==> src/rtl/vga_timing_pkg.sv <==
// vga_timing_pkg: 640x480@60 timing constants, derived window bounds and monitor state enum
package vga_timing_pkg;
  localparam int H_ACTIVE = 640;
  localparam int H_FP = 16;
  localparam int H_SYNC = 96;
  localparam int H_BP = 48;
  localparam int V_ACTIVE = 480;
  localparam int V_FP = 10;
  localparam int V_SYNC = 2;
  localparam int V_BP = 33;
  localparam int LOCK_FRAMES = 2;
  localparam int H_TOTAL = H_ACTIVE + H_FP + H_SYNC + H_BP;
  localparam int V_TOTAL = V_ACTIVE + V_FP + V_SYNC + V_BP;
  localparam int H_ACT_START = H_SYNC + H_BP;
  localparam int V_ACT_START = V_SYNC + V_BP;
  typedef enum logic [1:0] {SEARCH, ALIGN, LOCKED} state_t;
endpackage

==> src/rtl/sync_edge_detect.sv <==
// sync_edge_detect: registers one sync input (reset high) and flags fall/rise (in: clk rst sig; out: fall rise)
module sync_edge_detect (
  input  logic clk,
  input  logic rst,
  input  logic sig,
  output logic fall,
  output logic rise
);
  logic q;
  always_ff @(posedge clk or posedge rst)
    if (rst) q <= 1'b1;
    else q <= sig;
  assign fall = q & ~sig;
  assign rise = ~q & sig;
endmodule

==> src/rtl/vga_timing_monitor.sv <==
// vga_timing_monitor: recovers position/lock/frame count from hsync/vsync and flags timing errors (in: clk rst hsync vsync err_clr; out: locked active pix_x pix_y frame_start frame_cnt h_err v_err)
module vga_timing_monitor
  import vga_timing_pkg::*;
#(
  parameter int HA = H_ACTIVE,
  parameter int HF = H_FP,
  parameter int HS = H_SYNC,
  parameter int HB = H_BP,
  parameter int VA = V_ACTIVE,
  parameter int VF = V_FP,
  parameter int VS = V_SYNC,
  parameter int VB = V_BP,
  parameter int LOCK_N = LOCK_FRAMES
) (
  input  logic        clk,
  input  logic        rst,
  input  logic        hsync,
  input  logic        vsync,
  input  logic        err_clr,
  output logic        locked,
  output logic        active,
  output logic [9:0]  pix_x,
  output logic [9:0]  pix_y,
  output logic        frame_start,
  output logic [15:0] frame_cnt,
  output logic        h_err,
  output logic        v_err
);
  localparam logic [9:0] H_END = 10'(HA + HF + HS + HB - 1);
  localparam logic [9:0] H_SW = 10'(HS - 1);
  localparam logic [9:0] V_END = 10'(VA + VF + VS + VB - 1);
  localparam logic [9:0] V_SW = 10'(VS);
  localparam logic [9:0] HX0 = 10'(HS + HB);
  localparam logic [9:0] HX1 = 10'(HS + HB + HA - 1);
  localparam logic [9:0] VY0 = 10'(VS + VB);
  localparam logic [9:0] VY1 = 10'(VS + VB + VA - 1);
  localparam logic [9:0] SAT = 10'd1023;
  localparam logic [7:0] LOCK_G = 8'(LOCK_N);
  logic hfall, hrise, vfall, vrise, h_ev, v_ev, err_seen;
  logic [9:0] h_pos, v_pos, v_line;
  logic [7:0] good_frames, good_next;
  state_t state, state_next;
  sync_edge_detect u_hs (.clk(clk), .rst(rst), .sig(hsync), .fall(hfall), .rise(hrise));
  sync_edge_detect u_vs (.clk(clk), .rst(rst), .sig(vsync), .fall(vfall), .rise(vrise));
  assign v_line = hfall ? v_pos + 10'd1 : v_pos;
  assign h_ev = (hfall & state != SEARCH & h_pos != H_END) | (hrise & h_pos != H_SW) | (h_pos == SAT);
  assign v_ev = (vfall & state != SEARCH & v_pos != V_END) | (vrise & v_line != V_SW) | (v_pos == SAT);
  always_ff @(posedge clk or posedge rst)
    if (rst) begin
      h_pos <= '0;
      v_pos <= '0;
    end else begin
      h_pos <= hfall ? '0 : h_pos == SAT ? SAT : h_pos + 10'd1;
      v_pos <= vfall ? '0 : (!hfall || v_pos == SAT) ? v_pos : v_pos + 10'd1;
    end
  always_ff @(posedge clk or posedge rst)
    if (rst) begin
      state <= SEARCH;
      good_frames <= '0;
      err_seen <= 1'b0;
    end else begin
      state <= state_next;
      good_frames <= good_next;
      err_seen <= vfall ? 1'b0 : err_seen | h_ev | v_ev;
    end
  always_comb begin
    state_next = state;
    good_next = good_frames;
    if (state == SEARCH) begin
      if (vfall) begin
        state_next = ALIGN;
        good_next = '0;
      end
    end else if (h_ev | v_ev) begin
      state_next = ALIGN;
      good_next = '0;
    end else if (vfall && state == ALIGN && !err_seen) begin
      good_next = good_frames + 8'd1;
      if (good_next == LOCK_G) state_next = LOCKED;
    end
  end
  always_comb begin
    active = locked && h_pos >= HX0 && h_pos <= HX1 && v_pos >= VY0 && v_pos <= VY1;
    pix_x = active ? h_pos - HX0 : '0;
    pix_y = active ? v_pos - VY0 : '0;
  end
  always_ff @(posedge clk or posedge rst)
    if (rst) begin
      locked <= 1'b0;
      frame_start <= 1'b0;
      frame_cnt <= '0;
      h_err <= 1'b0;
      v_err <= 1'b0;
    end else begin
      locked <= state_next == LOCKED;
      frame_start <= vfall;
      frame_cnt <= frame_cnt + 16'(vfall & state_next == LOCKED);
      h_err <= h_ev | (h_err & !err_clr);
      v_err <= v_ev | (v_err & !err_clr);
    end
endmodule
==> config.mk <==
export PLATFORM = sky130hd
export DESIGN_NAME = vga_timing_monitor
export DESIGN_NICKNAME = d
export VERILOG_FILES = /design/src/rtl/vga_timing_pkg.sv /design/src/rtl/sync_edge_detect.sv /design/src/rtl/vga_timing_monitor.sv
export SDC_FILE = /design/constraint.sdc
export NUM_CORES = 1
export LEC_CHECK = 0
export CORE_UTILIZATION = 42
export DETAILED_ROUTE_END_ITERATION = 8
export HOLD_SLACK_MARGIN = 0.03
export SLEW_MARGIN = 20
export SYNTH_ARGS = -nofsm -noshare
export SYNTH_HDL_FRONTEND = slang
export SYNTH_SLANG_ARGS = --single-unit
==> constraint.sdc <==
create_clock -name clk -period 9.63 [get_ports clk]
set_input_delay 1.4445 -clock clk [delete_from_list [all_inputs] [get_ports clk]]
set_output_delay 1.4445 -clock clk [all_outputs]
set_load 0.02 [all_outputs]
# --- Word level (Yosys, flattened, before mapping) ---
# Cells that the tools add are included.
# W data, S select, Z words.
totals:
  register_bits: 53
  latchBits: 0
  mem_bits_rw: 0
  mem_bits_ro: 0
  in_bits: 5
  output_inout_bits: 41
  elab_cells: 90
  mem_count: 0
classes:
  addsub: 6
  n_mul: 0
  n_div: 0
  n_lt_le_gt_ge: 4
  n_eq_ne: 11
  n_shift: 0
  muxes: 17
  bitwise: 26
  n_reduce_logical: 14
ops:
  columns: ["operator", "n"]
  rows:
  - ["$mux W10", 7]
  - ["$mux W8", 4]
  - ["$add A10 B1 Y10 const B", 2]
  - ["$eq A10 B10 Y1 const B", 2]
  - ["$le A10 B10 Y1 const B", 2]
  - ["$ne A10 B10 Y1 const B", 2]
  - ["$add A16 B1 Y16", 1]
  - ["$and A1 B1 Y1", 13]
  - ["$ge A10 B6 Y1 const B", 1]
  - ["$ge A10 B8 Y1 const B", 1]
  - ["$mux W2", 5]
  - ["$ne A10 B2 Y1 const B", 1]
  - ["$ne A10 B7 Y1 const B", 1]
  - ["$sub A10 B6 Y10 const B", 1]
  - ["$sub A10 B8 Y10 const B", 1]
  - ["$or A1 B1 Y1", 9]
  - ["$add A8 B1 Y8 const B", 1]
  - ["$eq A8 B2 Y1 const B", 1]
  - ["$logic_and A1 B1 Y1", 6]
  - ["$not A1 Y1", 4]
  - ["$logic_not A1 Y1", 3]
  - ["$reduce_bool A3 Y1", 1]
  - ["$eq A2 B1 Y1 const B", 1]
  - ["$eq A2 B2 Y1 const B", 1]
  - ["other kinds (7)", 7]

# --- Logic depth before layout (Yosys ltp) ---
logic_depth:
  depth_word: 13
  mapped_depth: 18
  ltp_nobuf: 15

# --- Modules after synthesis ---
# Synthesis repeated with hierarchy kept, for this count alone.
unflattened:
  cells_unflattened: 378
  hier_area_um2: 3347.0
modules_own_cells:
  columns: ["module", "n_inst", "cells_per_inst", "area_per_inst_um2", "seq_area_each_um2"]
  rows:
  - ["vga_timing_monitor", 1, 370, 3256.9, 1276.2]
  - ["sync_edge_detect", 2, 4, 45.0, 26.3]

# --- Least setup slack after synthesis ---
# No wires, ideal clock.
synth_path:
  path_type: "input-to-reg"
  startpoint: "input hsync"
  endpoint: "register frame_cnt[14]"
  setup_ns: 0.129
  arrival_ns: 3.879
  required_ns: 9.501
  setup_slack_ns: 5.621
  cell_stages: 15
  path_buffers: 1
  path_cell_list: "nor2b_1 -> nand3_1 -> a211o_1 -> a211oi_2 -> o211a_4 -> buf_6 -> o2111ai_2 -> nor2_1 -> ha_1 -> ha_1 -> nand3_1 -> nor2_1 -> and3_1 -> nand3_1 -> xnor2_1"
synth_between:
  elab_chain_len: 13
  elab_cells_between_ends: 19
  classes_between: "1 x add/sub; 2 x eq/ne; 3 x mux; 13 x bitwise"
synth_lines:
  columns: ["element", "line_no", "rtl"]
  rows:
  - ["start: declaration", "vga_timing_monitor.sv:17", "input logic hsync,"]
  - ["$not A1 Y1", "sync_edge_detect.sv:13", "assign fall = q & ~sig;"]
  - ["$and A1 B1 Y1", "sync_edge_detect.sv:13", null]
  - ["$mux W10", "vga_timing_monitor.sv:45", "assign v_line = hfall ? v_pos + 10'd1 : v_pos;"]
  - ["$ne A10 B2 Y1", "vga_timing_monitor.sv:47", "assign v_ev = (vfall & state != SEARCH & v_pos != V_END) | (vrise & v_line != V_SW) | (v_pos == SAT);"]
  - ["$and A1 B1 Y1", "vga_timing_monitor.sv:47", null]
  - ["$or A1 B1 Y1 (2 in series)", "vga_timing_monitor.sv:47", null]
  - ["$or A1 B1 Y1 *", "vga_timing_monitor.sv:74", "end else if (h_ev | v_ev) begin"]
  - ["$mux W2 *", "vga_timing_monitor.sv:74", null]
  - ["$mux W2 *", "vga_timing_monitor.sv:69", "if (state == SEARCH) begin"]
  - ["$eq A2 B2 Y1 *", "vga_timing_monitor.sv:97", "frame_cnt <= frame_cnt + 16'(vfall & state_next == LOCKED);"]
  - ["$and A1 B1 Y1 *", "vga_timing_monitor.sv:97", null]
  - ["$add A16 B1 Y16 *", "vga_timing_monitor.sv:97", null]
  - ["end signal: assignment", "vga_timing_monitor.sv:97", null]
  - ["end: declaration", "vga_timing_monitor.sv:25", "output logic [15:0] frame_cnt,"]
# Every way passes the cells marked *; elsewhere a longest branch is shown, timed or not.
# A chain may end at the register's enable or synchronous reset.

# --- Worst setup path after layout ---
layout_path:
  startpoint: "input hsync"
  endpoint: "register frame_cnt[12]"
# Same word-level chain as after synthesis.

==> results.tsv <==
metric	value	unit
cts_tree	yes	
route.detailed.drc	0	
yosysSeqAreaShare	39.55	%
placed_area	3799	µm²
syn_to_final_growth	15.94	%
setup_ws	5153	ps
core_area	7727	µm²
vias	2633	
h-tree-depth	2	
regArea	1329	µm²
crit_path_max_fanout	14	
rows	32	
synth.area.top_cells	dfrtp_1 38%, xnor2_1 7.3%, nor2_1 5.1%, ha_1 4.8%, nand3_1 3.1%	
whs_endpoint	frame_cnt[15]	
finalWeightedCongestion	0.8463	
cts_setup_buffers	0	
slew_violations	0	
vdd_drop_max	0.06699	mV
wl_per_cell	13.92	µm
drt-pass1-iter-count	5	
slowest_delay	470	ps
multi_input_area	1790	µm²
holdPathStages	1	
cts_resized	0	
setup.worst_path.class	in -> reg	
crit_arrival	4670	ps
ys_seq_elements	53	
ys_types	60	
die_w	91.44	µm
stdcell_area	3895	µm²
reg2reg_depth	15	
cts.clk_slew.worst_paths	90	ps
num_antenna_cells	0	
holdWs	487.6	ps
dpl_worst_slack	4787	ps
yosysTopAreaCellShare	37.99	%
ios	46	
crit_required	9830	ps
synth_fp_nets	390	
drtIter0Drc	99	
min_period	4477	ps
grt_max_degree	54	
die_area	8360	µm²
root_buffer	clkbuf_8	
dpl.cell_count	494	
post-synth-top-count-cell	dfrtp_1	
avgSynthCellArea	9.031	µm²
cp-end-kind	flip-flop	
worst_path_max_delay_cell	clkdlybuf4s50_1	
power_leakage	1.680	nW
yosys_most_used_dff	dfrtp_1	
fmax	223.4	MHz
ctsLongestPathBuffers	2	
hp-start	frame_cnt[15]	
timing.final.crit_share	46.49	%
grt_overflow	0	
synth_top_area_cell	dfrtp_1	
rrSetupSlack	5940	ps
synthTopCellsByCount	51 x dfrtp_1, 46 x nor2_1, 28 x xnor2_1, 23 x nand2_1	
crit_path_frequent_cell	nand3_1	
start_kind	primary input	
grt_pass1_vias	2469	
grt_use_total	17.84	%
setup_tns	0	ps
numPortBuffers	45	
grt_pass1_wl	12080	µm
worst_pin_slew	664.1	ps
n_fill_cell	745	
nNetsFinal	417	
drive_above_1_share	6.750	%
cts_buffers	5	
syn_area	3359	µm²
viasPerCell	5.245	
clock_latency	310	ps
maxCapViolCount	0	
cts_sinks	53	
power.density	129.6	nW/µm²
antenna_found_initial	0	
cts_hold_buf	0	
wl	6986	µm
ys_async_sr_fraction	100.0	%
start_util	43.47	%
setup_viol	0	
hold_viol_final	0	
instances_no_fill	502	
crit_chain	clkdlybuf4s50_1 -> nor2b_1 -> buf_4 -> nand3_1 -> a211o_1 -> a211oi_2 -> o211a_4 -> o2111ai_2 -> nor2_1 -> ha_1 -> ha_1 -> nand3_1 -> nor2_1 -> and3_1 -> nand3_1 -> xnor2_1	
r2r-start	h_pos[0]	
synth_warnings	0	
skew	8.660	ps
synthCells	372	
hpwl	4931	µm
rsz0062_at_grt	false	
ant_nets	0	
synth_edf_count	0	
status	completed	
die_h	91.44	µm
relSlewSlack	55.73	%
r2r-end	frame_cnt[12]	
holdCritPathClass	reg -> reg	
==> how the worst max path moves through the flow <==
stage,from,endpoint,slack [ps],cells past startpoint
after floorplan,hsync,frame_cnt[14],5620,15
after global placement,hsync,frame_cnt[14],4930,16
after detailed placement,hsync,frame_cnt[10],4790,16
after CTS,hsync,frame_cnt[12],5120,16
after global routing,hsync,frame_cnt[12],4890,16
final,hsync,frame_cnt[12],5150,16
==> kinds of logic after synthesis <==
kind of cell	share of synthesized area, %
multiplexers	0.2980
adder cells (fa/ha/maj)	4.842
buffers and inverters	7.151
AND/OR/NAND/NOR	25.55
AO/OA/AOI/OAI	12.44
XOR/XNOR	10.17
flip-flops	39.55
==> stage by stage <==
step | utilization, % | power (mW)
2_1_floorplan | - | 0.3426
3_3_place_gp | 49.16 | 0.3762
3_5_place_dp | 49.16 | 0.3756
4_1_cts | 50.40 | 0.5129
5_1_grt | 50.40 | 0.5360
6_report | 50.40 | 0.5049
==> sequential cells by signal, indices dropped and copies added (netlist names) <==
register     flops
frame_cnt       16
h_pos           10
v_pos           10
good_frames      8
state            2
err_seen         1
frame_start      1
h_err            1
locked           1
u_hs.q           1
u_vs.q           1
v_err            1
==> where the power goes <==
part / internal [mW] / switching (mW) / total [mW]
registers: 0.242 / 0.0217 / 0.263
clock network: 0.0585 / 0.0756 / 0.134
logic: 0.0437 / 0.0640 / 0.108
total: 0.344 / 0.161 / 0.505
==> cell type report <==
class                   instances  area share (%)
clock buffers                   6           2.120
clock inverters                 2          0.3534
repair buffers                 47           11.95
well taps                     102           3.277
multi-input cells             269           45.97
inverters                      23           2.217
flip-flops and latches         53           34.11
==> routing by layer <==
| metal | track usage [%] | share of wire (%) | wire length [µm] |
|---|---|---|---|
| met1 | 26.06 | 51 | 3533 |
| met2 | 27.01 | 45 | 3125 |
| met3 | 2.931 | 3.8 | 263 |
| met4 | 5.159 | 0.90 | 63 |
| met5 | 0 | 0 | 0 |
==> worst max-delay path: cells and delay by family <==
| family | cells | cell delay [ps] |
|---|---|---|
| simple gates | 7 | 1040 |
| compound gates | 4 | 950 |
| buf+inv | 2 | 680 |
| fa+ha+maj | 2 | 410 |
| xor+xnor | 1 | 130 |
==> layout by cell type, fill, tap and decap left out, types with 2 or more instances in the layout <==
cell             count
o22ai_1              3
o21a_1               4
nor2b_1              2
and4_4               3
clkbuf_8             6
nand2_1             23
nor4_1               5
nand4_4              2
nand4_1              6
dfrtp_1             51
dfstp_2              2
o21ai_0              7
and4_1               2
xnor2_1             28
nor3_1              16
and2_1               4
a41oi_1              4
inv_1               20
nor2_1              46
a21oi_1             15
ha_1                13
or3_1                4
nand2b_1             4
o31a_1               2
and3_1               9
clkdlybuf4s50_1     45
xor2_1              11
buf_4                2
inv_2                2
a31oi_1              6
nor4b_1              2
nor3b_1              2
o2111ai_1            2
nand3_1             21
(Power assumes the default switching activity.)
